--- src/rtl/conv_tile_engine.sv ---
`default_nettype none
// ============================================================================
// conv_tile_engine : tiled fixed-point convolution, one Tm x Tn MAC term/cycle
// Revision: 1.0
// ============================================================================
module conv_tile_engine #(
  parameter int N_p     = 4,
  parameter int M_p     = 4,
  parameter int K_p     = 2,
  parameter int R_p     = 4,
  parameter int C_p     = 4,
  parameter int S_p     = 1,
  parameter int Tn_p    = 2,
  parameter int Tm_p    = 2,
  parameter int W_p     = 16,
  parameter int FRAC_p  = 8,
  parameter int ACC_W_p = 40,
  localparam int IR     = (R_p-1)*S_p+K_p,
  localparam int IC     = (C_p-1)*S_p+K_p,
  localparam int NT     = N_p/Tn_p,
  localparam int MT     = M_p/Tm_p,
  localparam int FM_AW  = (NT*IR*IC > 1) ? $clog2(NT*IR*IC) : 1,
  localparam int WT_AW  = (MT*NT*K_p*K_p > 1) ? $clog2(MT*NT*K_p*K_p) : 1,
  localparam int OUT_AW = (MT*R_p*C_p > 1) ? $clog2(MT*R_p*C_p) : 1
) (
  input  logic                     clk_i,
  input  logic                     reset_ni,
  input  logic                     start_i,
  input  logic                     relu_en_i,
  output logic                     busy_o,
  output logic                     done_o,
  output logic [FM_AW-1:0]         fm_addr_o,
  input  logic [Tn_p*W_p-1:0]      fm_data_i,
  output logic [WT_AW-1:0]         wt_addr_o,
  input  logic [Tm_p*Tn_p*W_p-1:0] wt_data_i,
  output logic                     out_we_o,
  output logic [OUT_AW-1:0]        out_addr_o,
  output logic [Tm_p*W_p-1:0]      out_data_o
);
  if ((N_p % Tn_p) != 0) begin : g_chk_n
    $error("conv_tile_engine: N_p must be divisible by Tn_p");
  end
  if ((M_p % Tm_p) != 0) begin : g_chk_m
    $error("conv_tile_engine: M_p must be divisible by Tm_p");
  end

  localparam int TM_W  = (MT   > 1) ? $clog2(MT)   : 1;
  localparam int ROW_W = (R_p  > 1) ? $clog2(R_p)  : 1;
  localparam int COL_W = (C_p  > 1) ? $clog2(C_p)  : 1;
  localparam int TN_W  = (NT   > 1) ? $clog2(NT)   : 1;
  localparam int K_W   = (K_p  > 1) ? $clog2(K_p)  : 1;

  localparam logic [TM_W-1:0]  c_TM_MAX  = TM_W'(MT-1);
  localparam logic [ROW_W-1:0] c_ROW_MAX = ROW_W'(R_p-1);
  localparam logic [COL_W-1:0] c_COL_MAX = COL_W'(C_p-1);
  localparam logic [TN_W-1:0]  c_TN_MAX  = TN_W'(NT-1);
  localparam logic [K_W-1:0]   c_K_MAX   = K_W'(K_p-1);

  localparam logic signed [ACC_W_p-1:0] c_SAT_MAX = {{(ACC_W_p-W_p+1){1'b0}}, {(W_p-1){1'b1}}};
  localparam logic signed [ACC_W_p-1:0] c_SAT_MIN = {{(ACC_W_p-W_p+1){1'b1}}, {(W_p-1){1'b0}}};

  localparam logic [1:0] c_IDLE  = 2'd0;
  localparam logic [1:0] c_RUN   = 2'd1;
  localparam logic [1:0] c_DRAIN = 2'd2;
  localparam logic [1:0] c_DONE  = 2'd3;

  logic [1:0]       r_state;
  logic             r_drain;
  logic             r_relu;
  logic [TM_W-1:0]  r_tm;
  logic [ROW_W-1:0] r_row;
  logic [COL_W-1:0] r_col;
  logic [TN_W-1:0]  r_tn;
  logic [K_W-1:0]   r_i;
  logic [K_W-1:0]   r_j;

  logic               r_v1, r_first1, r_last1;
  logic [OUT_AW-1:0]  r_oaddr1;
  logic               r_we;
  logic [OUT_AW-1:0]  r_out_addr;
  logic signed [ACC_W_p-1:0] r_acc [Tm_p];

  logic w_j_wrap, w_i_wrap, w_tn_wrap, w_col_wrap, w_row_wrap, w_last;
  logic w_first;
  logic [OUT_AW-1:0] w_out_addr;
  logic signed [2*W_p-1:0]   w_prod [Tm_p][Tn_p];
  logic signed [ACC_W_p-1:0] w_sum  [Tm_p];
  logic signed [ACC_W_p-1:0] w_sh   [Tm_p];
  logic [W_p-1:0]            w_lane [Tm_p];

  // Carry chain of the loop nest; w_last marks the final term of the job.
  assign w_j_wrap   = (r_j == c_K_MAX);
  assign w_i_wrap   = w_j_wrap   && (r_i   == c_K_MAX);
  assign w_tn_wrap  = w_i_wrap   && (r_tn  == c_TN_MAX);
  assign w_col_wrap = w_tn_wrap  && (r_col == c_COL_MAX);
  assign w_row_wrap = w_col_wrap && (r_row == c_ROW_MAX);
  assign w_last     = w_row_wrap && (r_tm  == c_TM_MAX);
  assign w_first    = (r_tn == '0) && (r_i == '0) && (r_j == '0);

  assign fm_addr_o  = FM_AW'((32'(r_tn)*IR + 32'(r_row)*S_p + 32'(r_i))*IC
                             + 32'(r_col)*S_p + 32'(r_j));
  assign wt_addr_o  = WT_AW'(((32'(r_tm)*NT + 32'(r_tn))*K_p + 32'(r_i))*K_p + 32'(r_j));
  assign w_out_addr = OUT_AW'((32'(r_tm)*R_p + 32'(r_row))*C_p + 32'(r_col));

  assign busy_o     = (r_state == c_RUN) || (r_state == c_DRAIN);
  assign done_o     = (r_state == c_DONE);
  assign out_we_o   = r_we;
  assign out_addr_o = r_out_addr;

  always_comb begin
    for (int m = 0; m < Tm_p; m++) begin
      w_sum[m] = '0;
      for (int t = 0; t < Tn_p; t++) begin
        w_prod[m][t] = (2*W_p)'($signed(fm_data_i[t*W_p +: W_p]))
                     * (2*W_p)'($signed(wt_data_i[(m*Tn_p+t)*W_p +: W_p]));
        w_sum[m] = w_sum[m] + ACC_W_p'(w_prod[m][t]);
      end
    end
  end

  always_comb begin
    for (int m = 0; m < Tm_p; m++) begin
      w_sh[m] = r_acc[m] >>> FRAC_p;
      if (w_sh[m] > c_SAT_MAX)
        w_lane[m] = {1'b0, {(W_p-1){1'b1}}};
      else if (w_sh[m] < c_SAT_MIN)
        w_lane[m] = {1'b1, {(W_p-1){1'b0}}};
      else
        w_lane[m] = w_sh[m][W_p-1:0];
      if (r_relu && w_lane[m][W_p-1])
        w_lane[m] = '0;
    end
  end

  for (genvar m = 0; m < Tm_p; m++) begin : g_lane
    assign out_data_o[m*W_p +: W_p] = w_lane[m];
  end

  always_ff @(posedge clk_i) begin
    if (!reset_ni) begin
      r_state    <= c_IDLE;
      r_drain    <= 1'b0;
      r_relu     <= 1'b0;
      r_tm       <= '0;
      r_row      <= '0;
      r_col      <= '0;
      r_tn       <= '0;
      r_i        <= '0;
      r_j        <= '0;
      r_v1       <= 1'b0;
      r_first1   <= 1'b0;
      r_last1    <= 1'b0;
      r_oaddr1   <= '0;
      r_we       <= 1'b0;
      r_out_addr <= '0;
      for (int m = 0; m < Tm_p; m++) r_acc[m] <= '0;
    end else begin
      case (r_state)
        c_IDLE: begin
          if (start_i) begin
            r_state <= c_RUN;
            r_relu  <= relu_en_i;
          end
        end
        c_RUN: begin
          r_j <= w_j_wrap ? '0 : r_j + 1'b1;
          if (w_j_wrap)   r_i   <= w_i_wrap   ? '0 : r_i   + 1'b1;
          if (w_i_wrap)   r_tn  <= w_tn_wrap  ? '0 : r_tn  + 1'b1;
          if (w_tn_wrap)  r_col <= w_col_wrap ? '0 : r_col + 1'b1;
          if (w_col_wrap) r_row <= w_row_wrap ? '0 : r_row + 1'b1;
          if (w_row_wrap) r_tm  <= w_last     ? '0 : r_tm  + 1'b1;
          if (w_last)     r_state <= c_DRAIN;
        end
        c_DRAIN: begin
          r_drain <= ~r_drain;
          if (r_drain) r_state <= c_DONE;
        end
        default: r_state <= c_IDLE;
      endcase

      // Stage 1 tracks the term whose read data arrives next cycle.
      r_v1     <= (r_state == c_RUN);
      r_first1 <= w_first;
      r_last1  <= w_tn_wrap;
      r_oaddr1 <= w_out_addr;

      if (r_v1) begin
        for (int m = 0; m < Tm_p; m++)
          r_acc[m] <= r_first1 ? w_sum[m] : r_acc[m] + w_sum[m];
      end

      r_we <= r_v1 && r_last1;
      if (r_v1 && r_last1) r_out_addr <= r_oaddr1;
    end
  end

endmodule
`default_nettype wire

--- config.mk ---
export PLATFORM = sky130hd
export DESIGN_NAME = conv_tile_engine
export DESIGN_NICKNAME = d
export VERILOG_FILES = /design/src/rtl/conv_tile_engine.sv
export SDC_FILE = /design/constraint.sdc
export NUM_CORES = 2
export LEC_CHECK = 0
export CAP_MARGIN = 20
export CORE_MARGIN = 8
export CORE_UTILIZATION = 40
export DETAILED_ROUTE_END_ITERATION = 16
export HOLD_SLACK_MARGIN = 0.1
export PLACE_DENSITY = 0.52
export SETUP_SLACK_MARGIN = 0.4
export SLEW_MARGIN = 15
export SYNTH_ARGS = -nofsm -noshare
export SYNTH_HDL_FRONTEND = slang
export SYNTH_SLANG_ARGS = --single-unit
--- constraint.sdc ---
create_clock -name clk_i -period 39.1 [get_ports clk_i]
set_input_delay 11.73 -clock clk_i [delete_from_list [all_inputs] [get_ports clk_i]]
set_output_delay 11.73 -clock clk_i [all_outputs]
set_load 0.05 [all_outputs]
==> results_dict.tcl <==
set metrics [dict create \
    wl_met2_microns 62880 \
    dr_wl_met3_microns 5115 \
    path_max_fanout 16 \
    die_h_microns 366.1 \
    min_period_over_period_pct 56.27 \
    core.rowCount 128 \
    hold_class "register to register" \
    hold_depth 2 \
    synth-seq-area-share_pct 5.963 \
    cts_sinks 106 \
    clock_latency_ns 0.38 \
    setup_tns_ns 0 \
    dieArea_sq_mm 0.1340 \
    globalRoute.totalOverflow 0 \
    avgSynthCellArea_sq_um 9.236 \
    crit_slowest_cell "clkdlybuf4s50_1" \
    drv_cap 0 \
    root_buffer "clkbuf_16" \
    cp-end-kind "register" \
    hold_violations 0 \
    ctsHoldBuffers 0 \
    yosys.area.top_type "fa_1" \
    cts_setup_buffers 0 \
    path_clk_slew_ns 0.09 \
    drive_above_1_share_pct 1.786 \
    n_fill_cell 12191 \
    synth_cell_types 79 \
    die_w_microns 366.1 \
    via_per_inst 4.983 \
    coreArea_sq_mm 0.1217 \
    place_inst 6929 \
    critPathMaxStageDelay_ns 0.90 \
    skew_ns 0.01142 \
    worstPathArrival_ns 22.25 \
    synthCells 5307 \
    cp_common_cell "fa_1" \
    wl_met1_microns 60000 \
    cts_resized 0 \
    multi_input_area_sq_mm 0.04057 \
    cts_buffers 9 \
    hpwl_microns 109600 \
    stdcell_count 6952 \
    critPathTopFamily "adder cells" \
    synth_top_area_share_pct 47.91 \
    synth_area_leaders "fa_1 (48%), ha_1 (10%), inv_1 (9.7%), and2_1 (6.8%), edfxtp_1 (4.9%)" \
    synth_edf_count 80 \
    syn_nets 6975 \
    area_growth_pct 7.058 \
    htreeDepth 3 \
    tightest_slew_ns 1.092 \
    synth.most_common_cell "inv_1" \
    status "finished, final reports clean" \
    dr.first_iter.drc_count 1852 \
    gp_congestion 0.8642 \
    netlist_area_sq_mm 0.04902 \
    worst_setup_path_start_kind "input pin" \
    via_count 34641 \
    synthFlopType "edfxtp_1" \
    register_area_sq_mm 0.002924 \
    grt_pass1_vias 37348 \
    synth_common_cells "inv_1 (1263), fa_1 (1173), nand2_1 (560), and2_1 (534), ha_1 (395)" \
    dr.pass1.iters 5 \
    fin_crit_ns 22.00 \
    max-slew-margin-rel_pct 26.94 \
    layout.nets 6983 \
    hold_ws_ns 0.4645 \
    grt_max_degree 69 \
    track_usage_pct 19.94 \
    ys_warn_count 0 \
    dr.max_layer_used "met4" \
    cp.depth 32 \
    clock.fmax_mhz 45.45 \
    worst-path-buf-inv 5 \
    critPathKind "input pin to register" \
    fin_util_pct 43.11 \
    reg2reg_depth 11 \
    synth-seq-cells 106 \
    rsz0062_at_grt "no" \
    clock_path_buffers 2 \
    grt_first_pass_wirelength_microns 213200 \
    routedWlPerCell_microns 18.91 \
    start_util_pct 40.27 \
    wl_microns 131500 \
    drc 0 \
    io_buffers 149 \
    num_io_pins 150 \
    antenna_found_initial 11 \
    antenna_left 0 \
    async_flop_share_pct 0 \
    required_ns 39.35 \
    drv_slew 0 \
    cts_tree "built" \
    setup_viol 0 \
]
==> worst paths after layout <==
path / from / to / slack (ns)
min reg2reg: r_oaddr1[2]$_SDFF_PN0_ / out_addr_o[2]$_SDFFE_PN0P_ / 0.46
max: wt_data_i[16] / r_acc[0][39]$_SDFFCE_PN0P_ / 17.10
max reg2reg: r_acc[0][0]$_SDFFCE_PN0P_ / r_acc[0][38]$_SDFFCE_PN0P_ / 35.56
min: r_oaddr1[2]$_SDFF_PN0_ / out_addr_o[2]$_SDFFE_PN0P_ / 0.46
==> per-stage QoR <==
| step | setup slack (ns) | instance area (sq um) |
|---|---|---|
| after floorplan | 18.37 | 49020 |
| after global placement | 16.72 | 52160 |
| after detailed placement | 16.65 | 52170 |
| after CTS | 17.03 | 52460 |
| after global routing | 16.41 | 52480 |
| final | 17.10 | 52480 |
==> metal layers <==
metal / vias up / track usage, %
li1: 15880 / -
met1: 18014 / 28.05
met2: 646 / 33.25
met3: 101 / 1.945
met4: 0 / 4.783
met5: - / 0
==> flip-flops by register name, summed over array words and instances (netlist names), 2 cells and up <==
name / cells
r_col: 2
r_acc: 80
r_state: 2
out_addr_o: 5
r_row: 2
r_oaddr1: 5
==> cell type report <==
cell class,instances,share of cell area [%]
flip-flops and latches,106,5.572
repair buffers,204,3.629
multi-input cells,3731,77.31
diodes,7,0.03338
clock inverters,7,0.1216
inverters,1263,9.034
clock buffers,9,0.4292
well taps,1625,3.875
==> cell usage in the layout (no fill, tap or decap), drive strengths merged, types with 46 or more instances in the layout <==
cell type and count:
a21o 57, a21oi 128, and2 535, buf 55, clkdlybuf4s50 149, edfxtp 80
fa 1173, ha 395, inv 1269, nand2 561, nor2 234, o21ai 76
xnor2 115, xor2 46
==> worst reg2reg max path, cell delays in order, from the launching register on <==
cell       delay [ns]
edfxtp_1         0.39
ha_1             0.29
fa_1             0.48
a211oi_1         0.26
nor2_1           0.15
o2111a_1         0.38
o2111ai_1        0.36
a31oi_1          0.18
a211oi_1         0.40
a21oi_1          0.15
xnor2_1          0.15
o21ai_0          0.09
==> logic make-up after synthesis <==
group                    count (synthesis)  synth area share, %
multiplexers                            18               0.3676
AO/OA/AOI/OAI                          447                6.017
AND/OR/NAND/NOR                       1536                15.44
adder cells (fa/ha/maj)               1568                57.99
XOR/XNOR                               162                2.923
flip-flops                             106                5.963
buffers and inverters                 1470                11.30
Power is not shown: default switching activity piles up to over one toggle a cycle in this logic, so the estimate is an artifact.
